**config.mk**
```make
export PLATFORM = sky130hd
export DESIGN_NAME = led_status_ctrl_flat
export DESIGN_NICKNAME = d
export VERILOG_FILES = /design/src/rtl/led_status_ctrl_if.sv /design/src/rtl/led_status_ctrl.sv /design/src/flat_wrapper.sv
export SDC_FILE = /design/constraint.sdc
export NUM_CORES = 1
export LEC_CHECK = 0
export ABC_AREA = 1
export CAP_MARGIN = 10
export CORE_MARGIN = 4
export CORE_UTILIZATION = 35
export CTS_CLUSTER_SIZE = 12
export DETAILED_ROUTE_END_ITERATION = 7
export PLACE_DENSITY = 0.48
export SLEW_MARGIN = 20
export SYNTH_ARGS = -nofsm -noshare
export SYNTH_HDL_FRONTEND = slang
export SYNTH_SLANG_ARGS = --single-unit
export TNS_END_PERCENT = 5
```
**constraint.sdc**
```tcl
create_clock -name clk -period 1.9 [get_ports clk]
set_input_delay 0.57 -clock clk [delete_from_list [all_inputs] [get_ports clk]]
set_output_delay 0.57 -clock clk [all_outputs]
set_load 0.02 [all_outputs]
```
**src/rtl/led_status_ctrl_if.sv**
```systemverilog
// Control-event bundle into the LED status block, plus the LED outputs it drives.
interface led_status_ctrl_if;
  logic       start_i;
  logic       done_i;
  logic       err_i;
  logic       err_clr_i;
  logic [3:0] led;

  modport master (output start_i, output done_i, output err_i, output err_clr_i, input led);
  modport slave  (input start_i, input done_i, input err_i, input err_clr_i, output led);
endinterface

```
**src/rtl/led_status_ctrl.sv**
```systemverilog
// Turns one-cycle inference control pulses into visible LED patterns:
// heartbeat, busy, stretched done and blinking error.
module led_status_ctrl #(
  parameter int PRESCALE_W    = 24,
  parameter int STRETCH_TICKS = 4
) (
  input  logic              clk,
  input  logic              rst,
  led_status_ctrl_if.slave  bus
);

  typedef enum logic [1:0] {IDLE, BUSY, ERROR} state_t;

  localparam logic [PRESCALE_W-1:0] PRE_ONE   = {{(PRESCALE_W-1){1'b0}}, 1'b1};
  localparam logic [7:0]            STRETCH_LD = 8'(STRETCH_TICKS);

  state_t                state;
  logic [PRESCALE_W-1:0] prescaler;
  logic [7:0]            stretch;
  logic                  blink;
  logic                  tick;

  assign tick = &prescaler;

  always_ff @(posedge clk) begin
    if (rst) begin
      state     <= IDLE;
      prescaler <= '0;
      stretch   <= '0;
      blink     <= 1'b0;
    end else begin
      prescaler <= prescaler + PRE_ONE;
      // Default behaviour; the state-specific branches below override it.
      if (tick && stretch != 8'd0) stretch <= stretch - 8'd1;
      if (tick && state == ERROR)  blink   <= ~blink;

      case (state)
        IDLE: begin
          if (bus.err_i) begin
            state   <= ERROR;
            blink   <= 1'b1;
            stretch <= '0;
          end else if (bus.start_i) begin
            state <= BUSY;
          end
        end
        BUSY: begin
          if (bus.err_i) begin
            state   <= ERROR;
            blink   <= 1'b1;
            stretch <= '0;
          end else if (bus.done_i) begin
            state   <= IDLE;
            stretch <= STRETCH_LD;
          end
        end
        ERROR: begin
          // A repeated err_i keeps the blink phase; clear loses to err_i.
          if (bus.err_clr_i && !bus.err_i) begin
            state <= IDLE;
            blink <= 1'b0;
          end
        end
        default: begin
          state <= IDLE;
          blink <= 1'b0;
        end
      endcase
    end
  end

  assign bus.led = {blink, (stretch != 8'd0), (state == BUSY), prescaler[PRESCALE_W-1]};

endmodule
```
**src/flat_wrapper.sv**
```systemverilog
// flat-port wrapper written by rule: the top's interface ports become plain ports
module led_status_ctrl_flat 
#(
  parameter int PRESCALE_W    = 24,
  parameter int STRETCH_TICKS = 4
)
  (clk, rst, bus_start_i, bus_done_i, bus_err_i, bus_err_clr_i, bus_led);
  led_status_ctrl_if bus_i ();
  input  logic clk;
  input  logic rst;
  input wire logic [$bits(bus_i.start_i)-1:0] bus_start_i;
  input wire logic [$bits(bus_i.done_i)-1:0] bus_done_i;
  input wire logic [$bits(bus_i.err_i)-1:0] bus_err_i;
  input wire logic [$bits(bus_i.err_clr_i)-1:0] bus_err_clr_i;
  output wire logic [$bits(bus_i.led)-1:0] bus_led;
  assign bus_i.start_i = bus_start_i;
  assign bus_i.done_i = bus_done_i;
  assign bus_i.err_i = bus_err_i;
  assign bus_i.err_clr_i = bus_err_clr_i;
  assign bus_led = bus_i.led;
  led_status_ctrl #(.PRESCALE_W(PRESCALE_W), .STRETCH_TICKS(STRETCH_TICKS)) u_core (.clk(clk), .rst(rst), .bus(bus_i));
endmodule
```
==> results.md, run 1 <==
- Status: complete, no violations
- Multi-input gate area in the final layout: 988 sq um
- Slowest CP cell: clkdlybuf4s50_1
- Via count: 1,686
- Cells after Synth: 278
- GR Layer Usage met3: 0.0333
- R2R Path End: u_core.stretch[7]$_SDFF_PP0_
- Endpoints failing hold: 0
- Non-Filler Instances: 372
- CP top delay family: buffers and inverters
- Die X: 81.3 um
- Synth Net Count: 286
- Die Height: 81.3 um
- Critical path launch point type: flop
- Max-slew violation count: 0
- Most used routing layer: met1
- Met1 Resource Use GR: 0.201
- Crit path kind: reg2out
- Worst-skew pair later-pin latency: 0.28 ns
- WP data required: 1.33 ns
- Met2 Usage GRT: 0.198
- Post-CTS Setup Bufs: 0
- Critical Path AT: 1.27 ns
- Relative slew slack: 0.789
- Initial Util: 0.364
- FMAX: 543 MHz
- Post-synth EDFFs: 0
- Crit path to: bus_led[0]
- Total global routing overflow: 0
- Crit end category: output port
- Hold_ws: 0.479 ns
- Initial antenna violation count: 0
- Pin count of the biggest net entering global routing: 19
- Nets: 310
- Placed Cells: 365
- # IOs: 10
- Worst Skew: 0.00610 ns
- P_leak: 0.934 nW
- R2R Setup Slk: 0.28 ns
- ANT nets after route: 0
- Vias/cell: 4.53
- Worst-path cell chain: clkdlybuf4s50_1
- Final worst-path cycle share: 0.970
- Max incr delay on CP: 0.62 ns
- WP buf/inv: 1
- GPL Wtd Cong: 0.780
- Num CTS Buffers: 5
- Clk root buf: clkbuf_8
- Crit path depth: 1
- HP Class: reg2reg
- GRT Overall Usage: 0.139
- CP Max Fanout: 4
- DR DRC count: 0
- Asr flop ratio synth: 0
- Setup crit start: u_core.prescaler[23]$_SDFF_PP0_
- Clock period minus worst slack: 1.84 ns
- First-pass GRT wire length: 7080 um
- H-tree levels: 2
- Reg area: 701 sq um
- Buffers on Ports: 9
- Clock sink count: 35
- Core footprint: 5170 sq um
- Yosys warns: 0
- Sum of negative setup slack: 0 ns
- Layout cell share with drive strength beyond 1: 0.113
- Pwr dens: 626 nW/um^2
- Max-cap check violation count: 0
- Maximum vdd drop: 0.358 mV
- Pwr Total: 0.00138 W
- Final setup fails: 0
- RSZ-0062 raised after global routing: no
- Reg clk slew, reported paths: 0.07 ns
- CTS tree: done
- Sequential area share after synthesis: 0.373
- Total Wirelength: 4010 um
- Ant. Diodes: 0
- Synthesized cell area: 1880 sq um
- Vias in the first global route: 1,562
- Die ar.: 6610 sq um
- HPWL Detailed: 3210 um
- Hold path cells: 2
- Hold_sp: u_core.prescaler[20]$_SDFF_PP0_
- Register bit count reported by yosys: 35
- Top FF cell, synth: dfxtp_1
- # rows: 26
- DR pass1 iterations: 4
- Routed len/inst: 10.8 um
- Syn-to-layout area delta: 17.2%
- Filler cells: 568
- Reg2reg start: u_core.prescaler[1]$_SDFF_PP0_
- Syn Area/Cell: 6.76 sq um
- Count of cell types in the netlist: 30
- Clock buffer depth: 2
- Worst Max-Slew Pin Slew: 0.308 ns
- 1st-iter DRT viols: 79
- Reg2reg path depth: 9
[layout make-up]
cell class                      instances  area share
Clock buffer                            6      0.0375
Clock inverter                          1     0.00227
Inverter                               42      0.0716
Multi-Input combinational cell        196       0.449
Sequential cell                        35       0.318
Tap cell                               70      0.0398
Timing Repair Buffer                   22      0.0823
[power breakdown]
| part | switching (W) | internal (W) |
|---|---|---|
| clock network | 0.000261 | 0.000284 |
| registers | 0.00000870 | 0.000744 |
| logic | 0.0000455 | 0.0000358 |
| total | 0.000315 | 0.00106 |
[registers in the layout, indices dropped and copies added, names as in the netlist]
register / flops
u_core.blink: 1
u_core.prescaler: 24
u_core.state: 2
u_core.stretch: 8
[routing by layer]
layer,part of all wire,vias to the layer above
met1,0.56,725
met3,0.035,7
met2,0.39,25
met5,0,-
li1,-,929
met4,0.015,0
[per-stage QoR]
step / cell area, sq um / util / worst slack [ns]
after CTS: 2210 / 0.427 / 0.00694
after global routing: 2200 / 0.426 / 0.00970
after global placement: 2120 / 0.410 / 0.0393
final: 2200 / 0.426 / 0.0577
after detailed placement: 2120 / 0.410 / 0.0259
after floorplan: 1880 / - / 0.356
[worst register-to-register path, cell delays in order, from the launching register on]
cell and delay (ns):
dfxtp_1 0.35, ha_1 0.19, nand2_2 0.08, nor2_4 0.12, nand2_4 0.09, nor2_8 0.12
nand3_2 0.13, buf_4 0.20, o21ai_0 0.18, nor2_1 0.05
[cells by family after synthesis]
logic type / synth area share
and+or+nand+nor: 0.377
buffers and inverters: 0.102
DFF: 0.373
AOI/OAI and AO/OA: 0.0978
xor gates and xnor gates: 0.0373
adders and majority gates: 0.0133
[placed cells by master (no fill, tap or decap), types with 2 or more instances in the layout]
master	n
nand2_4	2
clkbuf_8	6
nand3b_1	2
a21oi_1	18
inv_1	42
o21a_1	2
ha_1	2
nor3_1	9
nand2_2	3
o21ai_0	11
xor2_1	7
or2_0	2
clkdlybuf4s50_1	7
nand3_1	16
nor2_4	2
nor2_1	47
nand4_1	8
buf_4	13
dfxtp_1	35
nand2_1	55
[cell usage after synthesis, types with 2 or more instances]
library cell	count	area, sq um
nor2_1	47	176
dfxtp_1	35	701
ha_1	2	25.0
o21ai_0	11	55.1
nand3b_1	2	15.0
nand2_2	3	18.8
xor2_1	7	61.3
inv_1	42	158
a21oi_1	18	90.1
o21a_1	2	15.0
nand2_4	2	22.5
nor2_4	2	22.5
nor3_1	9	45.0
nand2_1	55	206
nand3_1	16	80.1
clkbuf_1	2	7.51
or2_0	2	12.5
buf_4	2	15.0
nand4_1	8	50.1
[how the worst min path moves through the flow]
stage	to	slack [ns]
floorplan	u_core.prescaler[0]$_SDFF_PP0_	0.43
CTS	u_core.prescaler[20]$_SDFF_PP0_	0.48
global placement	u_core.stretch[1]$_SDFF_PP0_	0.47
global route	u_core.stretch[1]$_SDFF_PP0_	0.50
detailed placement	u_core.prescaler[20]$_SDFF_PP0_	0.47
finish	u_core.prescaler[20]$_SDFF_PP0_	0.48
[timing repair]
action / CTS / global route
pin swaps: 0 / 0
endpoints found under the setup margin: 2 / 1
gates resized for setup: 3 / 1
hold buffers: 0 / 0
Power figures use the tool's default switching activity.
==> inputs of run 2 (changes only) <==
CORE_UTILIZATION = 53   (was 35)
PLACE_DENSITY = 0.69   (was 0.48)
==> run 2 against run 1 <==
  * First-iteration DRC count fell by 5.1%
  * Setup slack better by 0.055 ns
  * Highest routed layer unchanged
  * Die area down 31%
  * Utilization increased by 20 points
  * Register-to-register slack better by 0.03 ns
  * Non-clock buffer count rose by 1
  * Sequential power hardly changed
  * Critical endpoint is now bus_led[1]
  * Final cell count fell by 6.5%
==> results.md, run 2 (synthesis results as in run 1) <==
- Slowest CP cell: dfxtp_1
- # rows: 21 (-19%)
- Clock buffer depth: 2 (unchanged)
- Final setup fails: 0 (unchanged)
- Worst Skew: 0.00709 ns (+0.000996 ns)
- Endpoints failing hold: 0 (unchanged)
- Clock period minus worst slack: 1.79 ns (-0.0550 ns)
- Initial antenna violation count: 0 (unchanged)
- R2R Path End: u_core.stretch[3]$_SDFF_PP0_
- Max incr delay on CP: 0.37 ns (-0.25 ns)
- Reg clk slew, reported paths: 0.09 ns (+0.02 ns)
- CP Max Fanout: 4 (unchanged)
- DR DRC count: 0 (unchanged)
- Total Wirelength: 3720 um (-7.4%)
- # IOs: 10 (unchanged)
- Pin count of the biggest net entering global routing: 19 (unchanged)
- Biggest regs: u_core.prescaler: 24 flops, u_core.stretch: 8 flops, u_core.state: 2 flops
- Buffers on Ports: 9 (unchanged)
- First-pass GRT wire length: 6850 um (-3.2%)
- CP top delay family: buffers and inverters
- Initial Util: 0.555 (+0.191)
- Final worst-path cycle share: 0.941 (-0.0289)
- Total global routing overflow: 0 (unchanged)
- HP Class: reg2reg
- RSZ-0062 raised after global routing: no
- Vias/cell: 4.81 (+6.1%)
- Ant. Diodes: 0 (unchanged)
- Hold_ws: 0.487 ns (+0.00708 ns)
- Maximum vdd drop: 0.472 mV (+32%)
- 1st-iter DRT viols: 75 (-5.1%)
- Critical path launch point type: flop
- Hold path cells: 2 (unchanged)
- Max-cap check violation count: 0 (unchanged)
- Die X: 67.6 um (-17%)
- Hold_sp: u_core.stretch[1]$_SDFF_PP0_
- Most frequent cells in the layout: nand2_1 (55), nor2_1 (47), inv_1 (42), dfxtp_1 (35), a21oi_1 (18)
- WHS Endpoint: u_core.stretch[1]$_SDFF_PP0_
- Clock sink count: 35 (unchanged)
- Reg2reg path depth: 11 (+2)
- Worst Max-Slew Pin Slew: 0.307 ns (-0.00121 ns)
- Dpl ws: 0.0237 ns (-0.00216 ns)
- Relative slew slack: 0.790 (+0.000824)
- Pwr dens: 562 nW/um^2 (-10%)
- Num CTS Buffers: 5 (unchanged)
- CTS tree: done
- Fin worst setup slack: 0.113 ns (+0.0550 ns)
- WP data required: 1.33 ns (about the same)
- Clk root buf: clkbuf_4
- Die ar.: 4570 sq um (-31%)
- Reg2reg start: u_core.prescaler[1]$_SDFF_PP0_
- Critical Path AT: 1.22 ns (-0.05 ns)
- Status: complete, no violations
- Max reg flops: 24 (unchanged)
- Crit end category: output port
- R2R Setup Slk: 0.31 ns (+0.03 ns)
- Core footprint: 3390 sq um (-34%)
- GPL Wtd Cong: 0.812 (+4.1%)
- Vias in the first global route: 1,610 (+3.1%)
- Worst-path cell chain: inv_1 > nor2_1 > dlygate4sd2_1
- Nets: 311 (+0.32%)
- HPWL Detailed: 2860 um (-11%)
- Routed len/inst: 10.7 um (-0.97%)
- H-tree levels: 2 (unchanged)
- Via count: 1,674 (-0.71%)
- P_leak: 0.924 nW (-1.0%)
- Die Height: 67.6 um (-17%)
- FMAX: 559 MHz (+3.1%)
- Syn-to-layout area delta: 13.5%
- Crit path kind: reg2out
- Sum of negative setup slack: 0 ns (unchanged)
- GRT Overall Usage: 0.195 (+0.0561)
- Commonest non-fill, non-tap cell in the layout: nand2_1
- DR pass1 iterations: 5 (+1)
- WP buf/inv: 2 (+1)
- Worst-skew pair later-pin latency: 0.34 ns (+0.06 ns)
- Top reg by flops: u_core.prescaler
- Max-slew violation count: 0 (unchanged)
- ANT nets after route: 0 (unchanged)
- Layout cell share with drive strength beyond 1: 0.109 (-0.00331)
-- run 2: cell count changes in the layout (fill, tap and decap cells not counted), sizes merged --
cell / delta
buf: +2
clkdlybuf4s50: -2
dlygate4sd2: +2
clkbuf: -1
clkinv: -1
-- run 2: worst min-delay path: cells and delay by family (launching register included) --
family,cells,cell delay [ns]
AO/OA/AOI/OAI,1,0.06
buffers and inverters,1,0.07
flip-flops,1,0.32
-- run 2: layer usage --
layer / global-route usage / share of wire / up-vias
li1: - / - / 938
met1: 0.273 / 0.54 / 699
met2: 0.286 / 0.40 / 30
met3: 0.0399 / 0.044 / 7
met4: 0.0886 / 0.017 / 0
met5: 0 / 0 / -
-- run 2: worst max-delay path by stage --
stage	endpoint	startpoint	slack [ns]	cells after the start
after detailed placement	bus_led[2]	u_core.stretch[0]$_SDFF_PP0_	0.02	4
final	bus_led[1]	u_core.state[0]$_SDFFE_PP0P_	0.11	3
after floorplan	u_core.stretch[0]$_SDFF_PP0_	u_core.stretch[0]$_SDFF_PP0_	0.36	7
after global placement	bus_led[2]	u_core.stretch[0]$_SDFF_PP0_	0.04	4
after CTS	bus_led[2]	u_core.stretch[0]$_SDFF_PP0_	-0.01	4
after global routing	bus_led[1]	u_core.state[0]$_SDFFE_PP0P_	0.001	3
-- run 2: metrics by stage --
step | util | std cells | cell area (sq um) | power (W)
detailed placement | 0.617 | 341 | 2090 | 0.000853
finish | 0.630 | 348 | 2130 | 0.00120
global route | 0.630 | 348 | 2130 | 0.00126
CTS | 0.629 | 347 | 2130 | 0.00121
global placement | 0.617 | 341 | 2090 | 0.000852
floorplan | - | 278 | 1880 | 0.000817
-- run 2: layout make-up --
class / count / area, sq um
clock buffers: 6 / 41.3
fillers: 311 / 1250
inverters: 42 / 158
multi-input cells: 196 / 988
flip-flops and latches: 35 / 701
well taps: 46 / 57.6
repair buffers: 23 / 189
-- run 2: timing repair --
| action | CTS | global route |
|---|---|---|
| setup endpoints to repair | 4 | 1 |
| resized for setup | 6 | 2 |
| hold buffers | 0 | 0 |
| buffers inserted | 0 | 1 |
-- run 2: power by group --
group / total, W / switching (W) / internal, W / leakage, nW
sequential: 0.000752 / 0.00000847 / 0.000744 / 0.283
clock: 0.000367 / 0.000235 / 0.000132 / 0.0242
combinational: 0.0000804 / 0.0000452 / 0.0000352 / 0.617
total: 0.00120 / 0.000289 / 0.000911 / 0.924
==> inputs of run 3 (changes only) <==
DONT_BUFFER_PORTS = 1   (was default)
PLACE_DENSITY = 0.65   (was 0.69)
==> run 3 against run 2 <==
  * Via count shrank 1.6%
  * Design area shrank 4.9%
  * Setup slack lost 0.0087 ns
  * First-iteration DRC count grew 43%
  * Final cell count shrank 4.6%
  * Critical path type unchanged
  * Utilization shrank 3.1 points
  * Count of clock-buffer cells in the layout grew 2
  * Die area is the same
  * Non-clock buffer count shrank 18
  * Worst hold slack lost 0.21 ns
==> results.md, run 3 (synthesis results as in run 1) <==
- HPWL Detailed: 2840 um (-0.76%)
- Worst Skew: 0.00908 ns (+0.00198 ns)
- Worst Max-Slew Pin Slew: 0.406 ns (+0.0990 ns)
- Total global routing overflow: 0 (unchanged)
- Endpoints failing hold: 0 (unchanged)
- CP Max Fanout: 4 (unchanged)
- Dpl ws: 0.124 ns (+0.100 ns)
- Pwr dens: 624 nW/um^2 (+11%)
- RSZ-0062 raised after global routing: no
- CTS tree: done
- First-pass GRT wire length: 6360 um (-7.2%)
- Maximum vdd drop: 0.473 mV (+0.17%)
- GPL Wtd Cong: 0.885 (+9.0%)
- ANT nets after route: 0 (unchanged)
- Sum of negative setup slack: 0 ns (unchanged)
- Num CTS Buffers: 5 (unchanged)
- Routed len/inst: 11.4 um (+7.2%)
- Clk root buf: clkbuf_4
- 1st-iter DRT viols: 107 (+43%)
- Reg clk slew, reported paths: 0.10 ns (about the same)
- HP Class: in2reg
- Pin count of the biggest net entering global routing: 23 (+4)
- Top reg by flops: u_core.prescaler
- Die ar.: 4570 sq um (unchanged)
- # hold bufs at CTS: 0 (unchanged)
- Pwr Total: 0.00127 W (+5.7%)
- # IOs: 10 (unchanged)
- Critical Path AT: 1.23 ns (about the same)
- Max reg flops: 24 (unchanged)
- Status: complete, no violations
- Syn-to-layout area delta: 7.98%
- Clock period minus worst slack: 1.80 ns (+0.00873 ns)
- Initial antenna violation count: 0 (unchanged)
- Relative slew slack: 0.728 (-0.0617)
- Slowest CP cell: dfxtp_1
- Nets: 293 (-5.8%)
- Initial Util: 0.555 (unchanged)
- Total Wirelength: 3800 um (+2.2%)
- Core footprint: 3390 sq um (unchanged)
- Reg2reg path depth: 10 (-1)
- Finished Cell Area: 2030 sq um (-4.9%)
- Final setup fails: 0 (unchanged)
- DR DRC count: 0 (unchanged)
- Ant. Diodes: 0 (unchanged)
- Max-cap check violation count: 0 (unchanged)
- Worst-path cell chain: inv_2 > ha_4 > nand4_1 > buf_4
- Most frequent cells in the layout: nand2_1 (55), nor2_1 (47), inv_1 (41), dfxtp_1 (35), a21oi_1 (18)
- Die X: 67.6 um (unchanged)
- Fin worst setup slack: 0.104 ns (-0.00873 ns)
- Via count: 1,647 (-1.6%)
- WP data required: 1.33 ns (about the same)
- Buffers on Ports: 0 (-9)
- Clock sink count: 35 (unchanged)
- Crit end category: output port
- H-tree levels: 2 (unchanged)
- Worst-skew pair later-pin latency: 0.35 ns (about the same)
- Util after Layout: 0.599 (-0.0306)
- Biggest regs: u_core.prescaler: 24 flops, u_core.stretch: 8 flops, u_core.state: 2 flops
- Crit path kind: reg2out
- Hold path cells: 1 (-1)
- GRT Overall Usage: 0.187 (-0.00804)
- Vias/cell: 4.96 (+3.1%)
- Critical path launch point type: flop
- Placed cell area: 1930 sq um (-7.5%)
- Final worst-path cycle share: 0.945 (+0.00460)
- Commonest non-fill, non-tap cell in the layout: nand2_1
- FMAX: 557 MHz (-0.49%)
- Max incr delay on CP: 0.34 ns (-0.03 ns)
- Vias in the first global route: 1,440 (-11%)
- Clock buffer depth: 2 (unchanged)
- P_leak: 0.851 nW (-7.9%)
- Max-slew violation count: 0 (unchanged)
- Die Height: 67.6 um (unchanged)
- # rows: 21 (unchanged)
- Layout cell share with drive strength beyond 1: 0.0944 (-0.0149)
- DR pass1 iterations: 4 (-1)
- Filler cells: 323 (+3.9%)
-- run 3: cell count changes in the layout (fill, tap and decap cells not counted), sizes merged --
cell	before	now
clkbuf	6	8
dlygate4sd2	3	0
clkdlybuf4s50	5	0
buf	15	5
-- run 3: cell type report --
cell class                      count  area [sq um]  area share
Tap cell                           46          57.6      0.0283
Inverter                           42           158      0.0776
Sequential cell                    35           701       0.345
Clock buffer                        8          68.8      0.0339
Timing Repair Buffer                5          37.5      0.0185
Multi-Input combinational cell    196          1010       0.497
-- run 3: through the flow --
stage          hold WS (ns)  std cells
2_1_floorplan         0.430        278
3_3_place_gp          0.450        323
3_5_place_dp          0.461        323
4_1_cts               0.262        332
5_1_grt               0.253        332
6_report              0.274        332
-- run 3: power breakdown --
part	total, W	leakage (nW)	internal, W	switching (W)
clock network	0.000463	0.0386	0.000218	0.000246
logic	0.0000491	0.529	0.0000181	0.0000310
registers	0.000756	0.283	0.000744	0.0000120
-- run 3: path summary, 6_finish.rpt --
| path | from | endpoint | slack [ns] |
|---|---|---|---|
| setup / recovery | u_core.stretch[0]$_SDFF_PP0_ | bus_led[2] | 0.10 |
| hold / removal | rst | u_core.prescaler[11]$_SDFF_PP0_ | 0.27 |
| setup reg to reg | u_core.prescaler[0]$_SDFF_PP0_ | u_core.stretch[4]$_SDFF_PP0_ | 0.23 |
| hold reg to reg | u_core.prescaler[0]$_SDFF_PP0_ | u_core.prescaler[0]$_SDFF_PP0_ | 0.47 |
-- run 3: critical path: cells and delay by family (launching register included) --
kind	cells	cell delay, ns
flops	1	0.34
buf+inv	2	0.27
fa+ha+maj	1	0.16
simple gates	1	0.10
-- run 3: metal layers --
layer	share of wire	GRT usage	vias up
met2	0.44	0.264	29
li1	-	-	894
met1	0.50	0.263	717
met3	0.044	0.0466	7
met4	0.021	0.0911	0
met5	0	0	-
-- run 3: timing repair --
item,4_1_cts,5_1_grt
setup endpoints to repair,1,2
setup buffers,1,0
resized for setup,1,3
pin swaps,1,0
